**config.mk**
```make
export PLATFORM = sky130hd
export DESIGN_NAME = bs_sequencer
export DESIGN_NICKNAME = d
export VERILOG_FILES = /design/src/rtl/bs_sequencer.sv
export SDC_FILE = /design/constraint.sdc
export NUM_CORES = 1
export LEC_CHECK = 0
export ABC_AREA = 1
export CAP_MARGIN = 30
export CORE_UTILIZATION = 50
export CTS_CLUSTER_DIAMETER = 100
export DETAILED_ROUTE_END_ITERATION = 10
export PLACE_DENSITY = 0.84
export SLEW_MARGIN = 15
export SYNTH_ARGS = -nofsm -noshare
export SYNTH_HDL_FRONTEND = slang
export SYNTH_SLANG_ARGS = --single-unit
export TNS_END_PERCENT = 50
```
**constraint.sdc**
```tcl
create_clock -name i_clk -period 4.1 [get_ports i_clk]
set_clock_uncertainty 0.15 [all_clocks]
set_input_delay 0.615 -clock i_clk [delete_from_list [all_inputs] [get_ports i_clk]]
set_output_delay 0.615 -clock i_clk [all_outputs]
set_load 0.01 [all_outputs]
```
**src/rtl/bs_sequencer.sv**
```systemverilog
// bs_sequencer: program sequencer issuing per-bit enables for a bit-serial datapath
module bs_sequencer #(
  parameter int DATA_W    = 8,
  parameter int STALL_CYC = 2
) (
  input  logic                      i_clk,
  input  logic                      i_rst,
  input  logic                      i_sw,
  output logic [2:0]                o_pc,
  input  logic [2:0]                i_instr,
  output logic [2:0]                o_op,
  output logic                      o_bit_en,
  output logic [$clog2(DATA_W)-1:0] o_bit_idx,
  output logic                      o_first_bit,
  output logic                      o_last_bit,
  output logic                      o_busy,
  output logic                      o_done
);
  localparam int BW = $clog2(DATA_W);
  localparam int SW = $clog2(STALL_CYC + 1);
  localparam logic [2:0] OP_NOP = 3'b000, OP_STALL = 3'b001, OP_WAIT = 3'b110, OP_RSV = 3'b101;
  typedef enum logic [2:0] {S_IDLE, S_FETCH, S_EXEC, S_STALL, S_WAIT} state_t;
  state_t state, state_n;
  logic [2:0] pc, pc_n, op, op_n;
  logic [BW-1:0] bit_idx, bit_n;
  logic [SW-1:0] stall_cnt, stall_n;
  logic bit_last, stall_last;
  assign bit_last   = bit_idx == BW'(DATA_W - 1);
  assign stall_last = stall_cnt == SW'(STALL_CYC - 1);
  // state, pc, latched opcode and the two counters
  always_ff @(posedge i_clk) begin
    if (i_rst) begin
      state     <= S_IDLE;
      pc        <= '0;
      op        <= '0;
      bit_idx   <= '0;
      stall_cnt <= '0;
    end else begin
      state     <= state_n;
      pc        <= pc_n;
      op        <= op_n;
      bit_idx   <= bit_n;
      stall_cnt <= stall_n;
    end
  end
  // next state: dropping the run switch anywhere outside IDLE returns to IDLE at pc 0
  always_comb begin
    state_n = state;
    pc_n    = pc;
    op_n    = op;
    bit_n   = bit_idx;
    stall_n = stall_cnt;
    if (state != S_IDLE && !i_sw) begin
      state_n = S_IDLE;
      pc_n    = '0;
      bit_n   = '0;
      stall_n = '0;
    end else begin
      case (state)
        S_IDLE: state_n = i_sw ? S_FETCH : S_IDLE;
        S_FETCH: begin
          op_n = i_instr;
          case (i_instr)
            OP_STALL:       state_n = S_STALL;
            OP_WAIT:        state_n = S_WAIT;
            OP_NOP, OP_RSV: pc_n = pc + 3'd1;
            default:        state_n = S_EXEC;
          endcase
        end
        S_EXEC: begin
          bit_n   = bit_last ? '0 : bit_idx + BW'(1);
          pc_n    = bit_last ? pc + 3'd1 : pc;
          state_n = bit_last ? S_FETCH : S_EXEC;
        end
        S_STALL: begin
          stall_n = stall_last ? '0 : stall_cnt + SW'(1);
          pc_n    = stall_last ? pc + 3'd1 : pc;
          state_n = stall_last ? S_FETCH : S_STALL;
        end
        default: state_n = state;
      endcase
    end
  end
  assign o_pc        = pc;
  assign o_op        = op;
  assign o_bit_en    = state == S_EXEC;
  assign o_bit_idx   = bit_idx;
  assign o_first_bit = o_bit_en && bit_idx == '0;
  assign o_last_bit  = o_bit_en && bit_last;
  assign o_busy      = state inside {S_FETCH, S_EXEC, S_STALL};
  assign o_done      = state == S_WAIT;
endmodule

```
After elaboration in Yosys (flattened, before gate mapping). Index checks and enable logic that the tools add are counted.

Bits in registers: 14. Logic and storage cells: 48. Output and inout port bits: 14. Input port bits: 6.

Bitwise gates (word level): 1. $add $sub $neg: 3. Muxes and demuxes: 11. Eq/ne operators: 13. Reductions and logical operators: 15.

Operators by type and width (count): $pmux 3 s3 (2); $eq 3x3->1 const B (4); $mux 3 (4); $pmux 3 s4 (1); $logic_not 3->1 (3); $add 3x1->3 const B (2); $eq 3x1->1 const B (2); $eq 3x2->1 const B (2); $mux 2 (3); $reduce_bool 3->1 (2); $ne 2x1->1 const B (2); $ne 2x2->1 const B (2); $reduce_and 2->1 (2); $reduce_and 4->1 (1); $reduce_bool 4->1 (1); $reduce_or 2->1 (2); $logic_and 1x1->1 (3); $add 2x1->2 const B (1); $eq 2x1->1 const B (1); $logic_not 1->1 (1); $mux 1 (1); $not 1->1 (1).

Longest topological paths before layout. Gate-level depths: netlist of run 1.

Depth in word-level cells: 4. Gate-level depth with buffers: 9. Depth with buffers taken out: 9.

Worst setup path after synthesis of run 1. Ideal clock, no wire load.

Path type: register -> output. From: reg state[2]. To: out o_first_bit. Slack: 2.380 ns. Arrival: 0.955 ns. Required time: 3.335 ns. Buffers on the path: 0. Cell stages (with the launch flop): 6. Cell sequence: dfxtp_1 -> inv_2 -> nand3_1 -> inv_1 -> nand2_1 -> nor2_1.

Longest elaborated chain between the ends: 2.

RTL lines: start, declared (RTL line 23) `state_t state, state_n;`; start signal, assigned (RTL line 39) `state <= state_n;`; $eq 3x2->1 (RTL line 86) `assign o_bit_en = state == S_EXEC;`; via o_bit_en (RTL line 12) `output logic o_bit_en,`; $logic_and 1x1->1 (RTL line 88) `assign o_first_bit = o_bit_en && bit_idx == '0;`; end, declared (RTL line 14) `output logic o_first_bit,`.

The timed path passes the listed nets, and every way through them passes these cells.

Final worst setup path of run 1.
From: reg state[2]. To: out o_first_bit.

Longest elaborated chain between the ends: 2.

RTL lines (RTL line): $eq 3x2->1 (86); $logic_and 1x1->1 (88).

No other way between the ends.

==> reports/summary.txt, run 1 <==
Fin. Hold Viols: 0
Initial DRC Count: 19
Post-synthesis register bit count: 14
Post-DR vias/cell: 5.02
Nets: 150
Critical path launch point type: flip-flop
Critical Path AT: 1.78 ns
Outcome: completed
Post-Syn Area: 761 um2
Total die area: 1680 um2
Critical Path End: o_first_bit
Cells after synthesis: 116
Seq/Total Area, Yosys: 36.8%
Dominant synthesized flop cell: dfxtp_1
Worst Setup SP: state[2]
FILL cells: 116
Routed wire length: 1.71 mm
Synth Area in XOR/XNOR: 1.15%
Critical Path RT: 3.34 ns
Post-synth ARST share: 0%
Die span in x: 41.0 um
Ant diodes: 0
Setup Fix Bufs, Post-CTS: 0
Port bufs: 19
Final count of pins violating max slew: 0
Initial Utilization: 56.3%
DR DRC count: 0
Hold-fix buffers, CTS: 0
Fin util: 74.5%
CTS tree: built
Synth Net Count: 126
Global-route wire length before repair: 2.59 mm
Dominant cell type by area after synthesis: dfxtp_1
F_max: 393 MHz
Crit-path max FO: 7
Tmin final: 2.54 ns
Total power per unit cell area: 368 nW/um2
Antenna-violating nets left: 0
Post-CTS sizing: 0
GPL Wtd Cong: 0.735
Lkg Pwr: 0.000490 uW
Top cells by area, synth: dfxtp_1 (37%), nand2_1 (12%), inv_1 (11%)
Crit end category: output port
Multi-input logic area: 387 um2
Worst setup path class: reg -> out
Total gr overflow: 0
Clk sinks: 14
Largest net degree at the start of global routing: 9
Mux contribution to synthesized area: 0%
CTS root buf: clkbuf_4
CTS Buffer Depth: 2
Clock Latency Late Sink: 0.28 ns
Area Growth Syn to Fin: 32.2%
Synth top area share: 36.8%
GRT Util Overall: 23.9%
Yosys warnings: 0
Worst r2r src: o_bit_idx[0]
Sequential Area: 280 um2
RSZ-0062 raised after global routing: false
Synth unique cells: 15
VDD IR-drop max: 301 uV
Tcrit/Tclk final: 62.0%
Wirelength per Cell: 11.1 um
Row Count: 13
CP max stage delay: 0.54 ns
MaxCap Viol Count: 0
Adder-cell area share of the yosys netlist: 6.58%
Vias in the first global route: 658
Synth Area per Inst: 6.56 um2
Max stage delay cell, worst path: clkdlybuf4s50_1
Worst R2R End: o_pc[1]
Height of the chip: 41.0 um
CP cell instances: inv_2, nand3_1, inv_1, nand2_1, nor2_1, clkdlybuf4s50_1
Initial antenna violation count: 0
Compound-Gate Fraction of Synth Area: 14.1%
Main combinational cell family by area after synthesis: simple AND/OR/NAND/NOR gates
Htree depth: 1
Setup TNS: 0 ns
Layout cell share with drive strength beyond 1: 8.63%
Min-Delay Path Class: reg -> reg
Fraction of the mapped netlist area in simple logic gates: 28.9%
Dpl hpwl: 1.41 mm
R2r worst-path depth: 9
Num ports: 20
R2R Setup Slk: 2.45 ns
Rel. slew slack: 78.7%
CORE AREA: 1350 um2
Endpoints failing setup: 0
CTS buffer count: 3
Via count: 773
Worst-path clk slew: 0.08 ns
DRT Pass-1 Iters: 4
Worst-margin pin slew: 0.319 ns
Post-synth EDFFs: 0
[metrics by stage]
step           area (um2)  worst slack [ns]  hold slack (ns)  total power, uW  cells
2_1_floorplan         761              2.38            0.264              228    116
3_5_place_dp          970              1.87            0.275              277    150
3_3_place_gp          970              1.94            0.278              271    150
5_1_grt              1010              1.44            0.331              393    154
6_report             1010              1.56            0.307              370    154
4_1_cts              1010              1.55            0.308              371    154
[metal layers]
layer	share of wire [%]	global-route usage [%]
met1	47	30.9
met2	47	40.2
met3	3.9	2.17
met4	1.7	10.0
met5	0	0
[cells by family (layout without fill, tap and decap cells)]
group | count (synthesis) | count (layout)
simple gates | 52 | 52
buf+inv | 25 | 48
compound gates | 20 | 20
flops | 14 | 14
fa+ha+maj | 4 | 4
xor+xnor | 1 | 1
[area by class of cell]
class | count | share of cell area, %
multi-input cells | 77 | 38.4
flip-flops and latches | 14 | 27.9
repair buffers | 19 | 18.9
inverters | 25 | 9.33
clock buffers | 4 | 3.61
well taps | 15 | 1.87
[Yosys cell counts (2+ instances only)]
master and count:
nand2_1 24, inv_1 23, nor2_1 15, dfxtp_1 14
a21oi_1 12, nand3_1 8, o21ai_0 6, ha_1 4
inv_2 2, nor2_2 2, o21ai_2 2
[report_power, final]
group	switching [uW]	internal, uW	total [uW]
combinational	64.2	50.3	114
sequential	11.6	148	159
clock	41.9	54.0	96.0
total	118	252	370
[worst min path at each step]
stage | start | endpoint | slack [ns] | cells after the start
2_1_floorplan | stall_cnt[1] | stall_cnt[1] | 0.26 | 2
3_3_place_gp | stall_cnt[1] | stall_cnt[1] | 0.28 | 2
3_5_place_dp | stall_cnt[1] | stall_cnt[1] | 0.27 | 2
4_1_cts | stall_cnt[1] | stall_cnt[1] | 0.31 | 2
5_1_grt | stall_cnt[1] | stall_cnt[1] | 0.33 | 2
6_report | stall_cnt[1] | stall_cnt[1] | 0.31 | 2
[sequential cells by signal, summed over array words and instances (netlist names)]
name,count
o_op,3
stall_cnt,2
o_bit_idx,3
o_pc,3
state,3
[worst max-delay path, delay by kind of cell (launching register included)]
kind,cells,cell delay (ns)
flip-flops,1,0.39
AND/OR/NAND/NOR,3,0.30
buffers and inverters,3,0.81
[layout by cell type (no fill, tap or decap)]
cell              n
nor2_2            2
inv_1            23
xor2_1            1
nor3_1            1
clkbuf_4          3
o21ai_2           2
nand2_2           1
nor2_1           15
clkbuf_8          1
ha_1              4
inv_2             2
clkdlybuf4s50_1  19
a21oi_1          12
nand2_1          24
dfxtp_1          14
nand3_1           8
nand3_2           1
o21ai_0           6
(Power assumes the default switching activity.)
==> run 2, diff against run 1 <==
CORE_UTILIZATION = 46   (was 50)
PLACE_DENSITY = 0.78   (was 0.84)
clock period = 2.54 ns   (was 4.1 ns; I/O delays follow)
==> run 2 against run 1 <==
Net effect:
- count of clock-buffer cells in the layout stayed put
- sequential power increased by 62%
- core utilization decreased by 8.4 points
- sequential cell count is the same
- die area up 8.3%
- register-to-register slack got worse by 1.5 ns
- sequential share of layout area about the same
- combinational power rose by 59%
- critical path depth did not move
- final cell count is 0.65% higher
- via count shrank 0.78%
- worst hold slack worse by 0.018 ns
- critical path type unchanged
- critical endpoint unchanged
- largest cell class unchanged
- highest routed layer unchanged
==> reports/summary.txt, run 2 (synthesis results as in run 1) <==
Tmin final: 2.29 ns
Crit-path max FO: 7 (unchanged)
Critical path launch point type: flip-flop (unchanged)
Htree depth: 1 (unchanged)
Setup Fix Bufs, Post-CTS: 0 (unchanged)
Most frequent cells in the layout: nand2_1 (24), inv_1 (23), clkdlybuf4s50_1 (19), nor2_1 (15), dfxtp_1 (14) (unchanged)
Worst Setup SP: state[2] (unchanged)
Height of the chip: 42.7 um (was 41.0 um)
Dpl hpwl: 1.32 mm (was 1.41 mm)
CTS buffer count: 3 (unchanged)
Worst-margin pin slew: 0.306 ns (was 0.319 ns)
DR DRC count: 0 (unchanged)
CTS root buf: clkbuf_4 (unchanged)
Row Count: 14 (was 13)
Critical Path AT: 1.76 ns (was 1.78 ns)
Routed wire length: 1.69 mm (was 1.71 mm)
Wirelength per Cell: 10.9 um (was 11.1 um)
Worst-path clk slew: 0.09 ns (was 0.08 ns)
Worst setup path class: reg -> out (unchanged)
Antenna-violating nets left: 0 (unchanged)
Nets: 150 (unchanged)
Non-Filler Instances: 155 (was 154)
Worst r2r src: o_bit_idx[0] (unchanged)
Lkg Pwr: 0.000490 uW (unchanged)
DRT Pass-1 Iters: 4 (unchanged)
Min-delay src: stall_cnt[1] (unchanged)
Vias in the first global route: 694 (was 658)
Setup TNS: 0 ns (unchanged)
CORE AREA: 1520 um2 (was 1350 um2)
Post-DR vias/cell: 4.95 (was 5.02)
Clock Latency Late Sink: 0.28 ns (about the same)
Port bufs: 19 (unchanged)
Total gr overflow: 0 (unchanged)
GRT Util Overall: 20.7% (was 23.9%)
F_max: 437 MHz
Via count: 767 (was 773)
Critical Path RT: 2.01 ns (was 3.34 ns)
Clk sinks: 14 (unchanged)
Layout cell share with drive strength beyond 1: 8.63% (unchanged)
Total Power: 600 uW (was 370 uW)
VDD IR-drop max: 478 uV (was 301 uV)
Commonest non-fill, non-tap cell in the layout: nand2_1 (unchanged)
Final count of pins violating max slew: 0 (unchanged)
MaxCap Viol Count: 0 (unchanged)
Area Growth Syn to Fin: 32.4% (was 32.2%)
CTS Buffer Depth: 2 (unchanged)
Crit end category: output port (unchanged)
Total die area: 1820 um2 (was 1680 um2)
Die span in x: 42.7 um (was 41.0 um)
RSZ-0062 raised after global routing: false (unchanged)
Min-Delay Path Class: reg -> reg (unchanged)
GPL Wtd Cong: 0.910 (was 0.735)
Outcome: completed (unchanged)
Num ports: 20 (unchanged)
Total power per unit cell area: 595 nW/um2 (was 368 nW/um2)
Global-route wire length before repair: 2.78 mm (was 2.59 mm)
Initial antenna violation count: 0 (unchanged)
Initial DRC Count: 23 (was 19)
Fin. Hold Viols: 0 (unchanged)
Endpoints failing setup: 0 (unchanged)
Tcrit/Tclk final: 90.0%
Hold-fix buffers, CTS: 0 (unchanged)
Initial Utilization: 49.9% (was 56.3%)
Largest net degree at the start of global routing: 9 (unchanged)
Ant diodes: 0 (unchanged)
Post-CTS sizing: 0 (unchanged)
CTS tree: built (unchanged)
Rel. slew slack: 79.5% (was 78.7%)
DP Cell Count: 151 (was 150)
## run 2: cell type report
cell class,count,area [um2]
clock buffers,4,36.3
fillers,137,517
inverters,25,93.8
multi-input cells,77,387
flip-flops and latches,14,280
well taps,16,20.0
repair buffers,19,190
## run 2: report_power, final
part	switching [uW]	internal (uW)
Clock	74.0	87.2
Combinational	100	81.2
Sequential	18.5	239
Total	193	407
## run 2: metal layers
layer  up-vias  routed length [um]  global-route usage, %
met2        17                 769                   30.9
met3         2                 106                   7.66
met1       346                 798                   26.6
li1        402                   -                      -
met4         0                  14                   8.75
met5         -                   0                      0
## run 2: metrics by stage
step / worst slack [ns] / hold slack (ns) / util [%] / area, um2
6_report: 0.253 / 0.290 / 66.1 / 1010
5_1_grt: 0.138 / 0.319 / 66.1 / 1010
4_1_cts: 0.256 / 0.295 / 66.1 / 1010
3_5_place_dp: 0.574 / 0.282 / 63.7 / 971
3_3_place_gp: 0.616 / 0.278 / 63.7 / 971
2_1_floorplan: 1.05 / 0.264 / - / 761
## run 2: final timing paths
kind / endpoint / slack (ns) / cells past startpoint
worst min register to register: stall_cnt[1] / 0.29 / 2
worst max register to register: o_pc[0] / 0.96 / 9
worst min-delay path: stall_cnt[1] / 0.29 / 2
worst max-delay path: o_first_bit / 0.25 / 6
## run 2: worst max-delay path, cell delays in order (launching register included)
cell and delay (ns):
dfxtp_1 0.40, inv_2 0.13, nand3_1 0.14, inv_1 0.14, nand2_1 0.06, nor2_1 0.08
clkdlybuf4s50_1 0.53
==> run 3, diff against run 2 <==
CORE_MARGIN = 2   (was unset)
==> run 3 against run 2 <==
Net effect:
- cell area decreased by 1.4%
- core utilization is 0.90 points lower
- critical path type unchanged
- count of clock-buffer cells in the layout down 1
- clock power is 25% lower
- final cell count down 0.65%
- combinational power about the same
- sequential cell count unchanged
- fmax grew 0.59%
- first-iteration DRC count decreased by 65%
- total power fell by 6.7%
- routed wire length down 2.8%
- non-clock buffer count did not move
- highest routed layer unchanged
==> reports/summary.txt, run 3 (synthesis results as in run 1) <==
Initial Utilization: 49.9% (unchanged)
Total power per unit cell area: 563 nW/um2 (was 595 nW/um2)
RSZ-0062 raised after global routing: false (unchanged)
FILL cells: 138 (was 137)
Antenna-violating nets left: 0 (unchanged)
VDD IR-drop max: 336 uV (was 478 uV)
Port bufs: 19 (unchanged)
Min-Delay Path Class: reg -> reg (unchanged)
CORE AREA: 1520 um2 (unchanged)
Global-route wire length before repair: 2.83 mm (was 2.78 mm)
Worst-margin pin slew: 0.310 ns (was 0.306 ns)
Post-CTS sizing: 0 (unchanged)
Critical Path RT: 2.01 ns (about the same)
Outcome: completed (unchanged)
Fin util: 65.2% (was 66.1%)
DRT Pass-1 Iters: 4 (unchanged)
Endpoints failing setup: 0 (unchanged)
Hold-fix buffers, CTS: 0 (unchanged)
Tcrit/Tclk final: 89.5% (was 90.0%)
Ant diodes: 0 (unchanged)
Post-DR vias/cell: 5.01 (was 4.95)
Routed wire length: 1.64 mm (was 1.69 mm)
Wirelength per Cell: 10.7 um (was 10.9 um)
Commonest non-fill, non-tap cell in the layout: nand2_1 (unchanged)
Nets: 150 (unchanged)
Worst setup path class: reg -> out (unchanged)
F_max: 440 MHz (was 437 MHz)
Layout cell share with drive strength beyond 1: 7.97% (was 8.63%)
Setup TNS: 0 ns (unchanged)
CTS Buffer Depth: 2 (unchanged)
Lkg Pwr: 0.000482 uW (was 0.000490 uW)
Initial DRC Count: 8 (was 23)
Clk sinks: 14 (unchanged)
Num ports: 20 (unchanged)
CTS buffer count: 3 (unchanged)
Clock Latency Late Sink: 0.27 ns (was 0.28 ns)
Height of the chip: 44.7 um (was 42.7 um)
Crit end category: output port (unchanged)
Most frequent cells in the layout: nand2_1 (24), inv_1 (23), clkdlybuf4s50_1 (19), nor2_1 (15), dfxtp_1 (14) (unchanged)
Total gr overflow: 0 (unchanged)
Row Count: 14 (unchanged)
Area Growth Syn to Fin: 30.6% (was 32.4%)
Dpl hpwl: 1.31 mm (was 1.32 mm)
DR DRC count: 0 (unchanged)
Htree depth: 1 (unchanged)
GPL Wtd Cong: 0.895 (was 0.910)
CTS root buf: clkbuf_4 (unchanged)
CTS tree: built (unchanged)
Vias in the first global route: 681 (was 694)
Via count: 772 (was 767)
Final count of pins violating max slew: 0 (unchanged)
Worst hold margin: 0.295 ns (was 0.290 ns)
Setup Fix Bufs, Post-CTS: 0 (unchanged)
Critical Path AT: 1.74 ns (was 1.76 ns)
MaxCap Viol Count: 0 (unchanged)
Fin. Hold Viols: 0 (unchanged)
Total die area: 1990 um2 (was 1820 um2)
Critical path launch point type: flip-flop (unchanged)
GRT Util Overall: 19.1% (was 20.7%)
Initial antenna violation count: 0 (unchanged)
Die span in x: 44.7 um (was 42.7 um)
Crit-path max FO: 7 (unchanged)
Worst-path clk slew: 0.08 ns (was 0.09 ns)
Tmin final: 2.27 ns (was 2.29 ns)
Largest net degree at the start of global routing: 8 (was 9)
Rel. slew slack: 79.2% (was 79.5%)
==> run 3: path summary, 6_finish.rpt <==
| kind | start | cells after the start | slack [ns] | end |
|---|---|---|---|---|
| setup / recovery | state[2] | 6 | 0.27 | o_first_bit |
| hold / removal | stall_cnt[1] | 2 | 0.30 | stall_cnt[1] |
| setup reg to reg | o_bit_idx[0] | 9 | 0.97 | o_pc[1] |
| hold reg to reg | stall_cnt[1] | 2 | 0.30 | stall_cnt[1] |
==> run 3: per-layer routing <==
metal	up-vias	track usage [%]	share of wire (%)
met5	-	0	0
met4	0	7.27	0.61
met3	2	2.45	2.6
met2	14	28.4	43
met1	349	27.9	53
li1	407	-	-
==> run 3: worst max-delay path, cell delays in order (launching register included) <==
cell and delay [ns]:
dfxtp_1 0.40, inv_2 0.13, nand3_1 0.14, inv_1 0.14
nand2_1 0.06, nor2_1 0.08, clkdlybuf4s50_1 0.54
==> run 3: report_power, final <==
part	leakage [uW]	switching, uW	internal [uW]
registers	0.000114	17.5	239
clock network	0.0000138	66.5	54.8
logic	0.000355	101	81.4
==> run 3: cell type report <==
class | instances | area (um2) | share of cell area [%]
Multi-Input combinational cell | 77 | 387 | 38.9
Sequential cell | 14 | 280 | 28.2
Timing Repair Buffer | 19 | 190 | 19.1
Inverter | 25 | 93.8 | 9.45
Clock buffer | 3 | 22.5 | 2.27
Tap cell | 16 | 20.0 | 2.02
==> run 3: through the flow <==
| stage | total power, uW | cell area [um2] | setup WS [ns] | cells |
|---|---|---|---|---|
| 6_report | 559 | 993 | 0.267 | 154 |
| 5_1_grt | 598 | 993 | 0.143 | 154 |
| 4_1_cts | 564 | 993 | 0.272 | 154 |
| 3_5_place_dp | 443 | 971 | 0.571 | 151 |
| 3_3_place_gp | 438 | 971 | 0.612 | 151 |
| 2_1_floorplan | 368 | 761 | 1.05 | 116 |
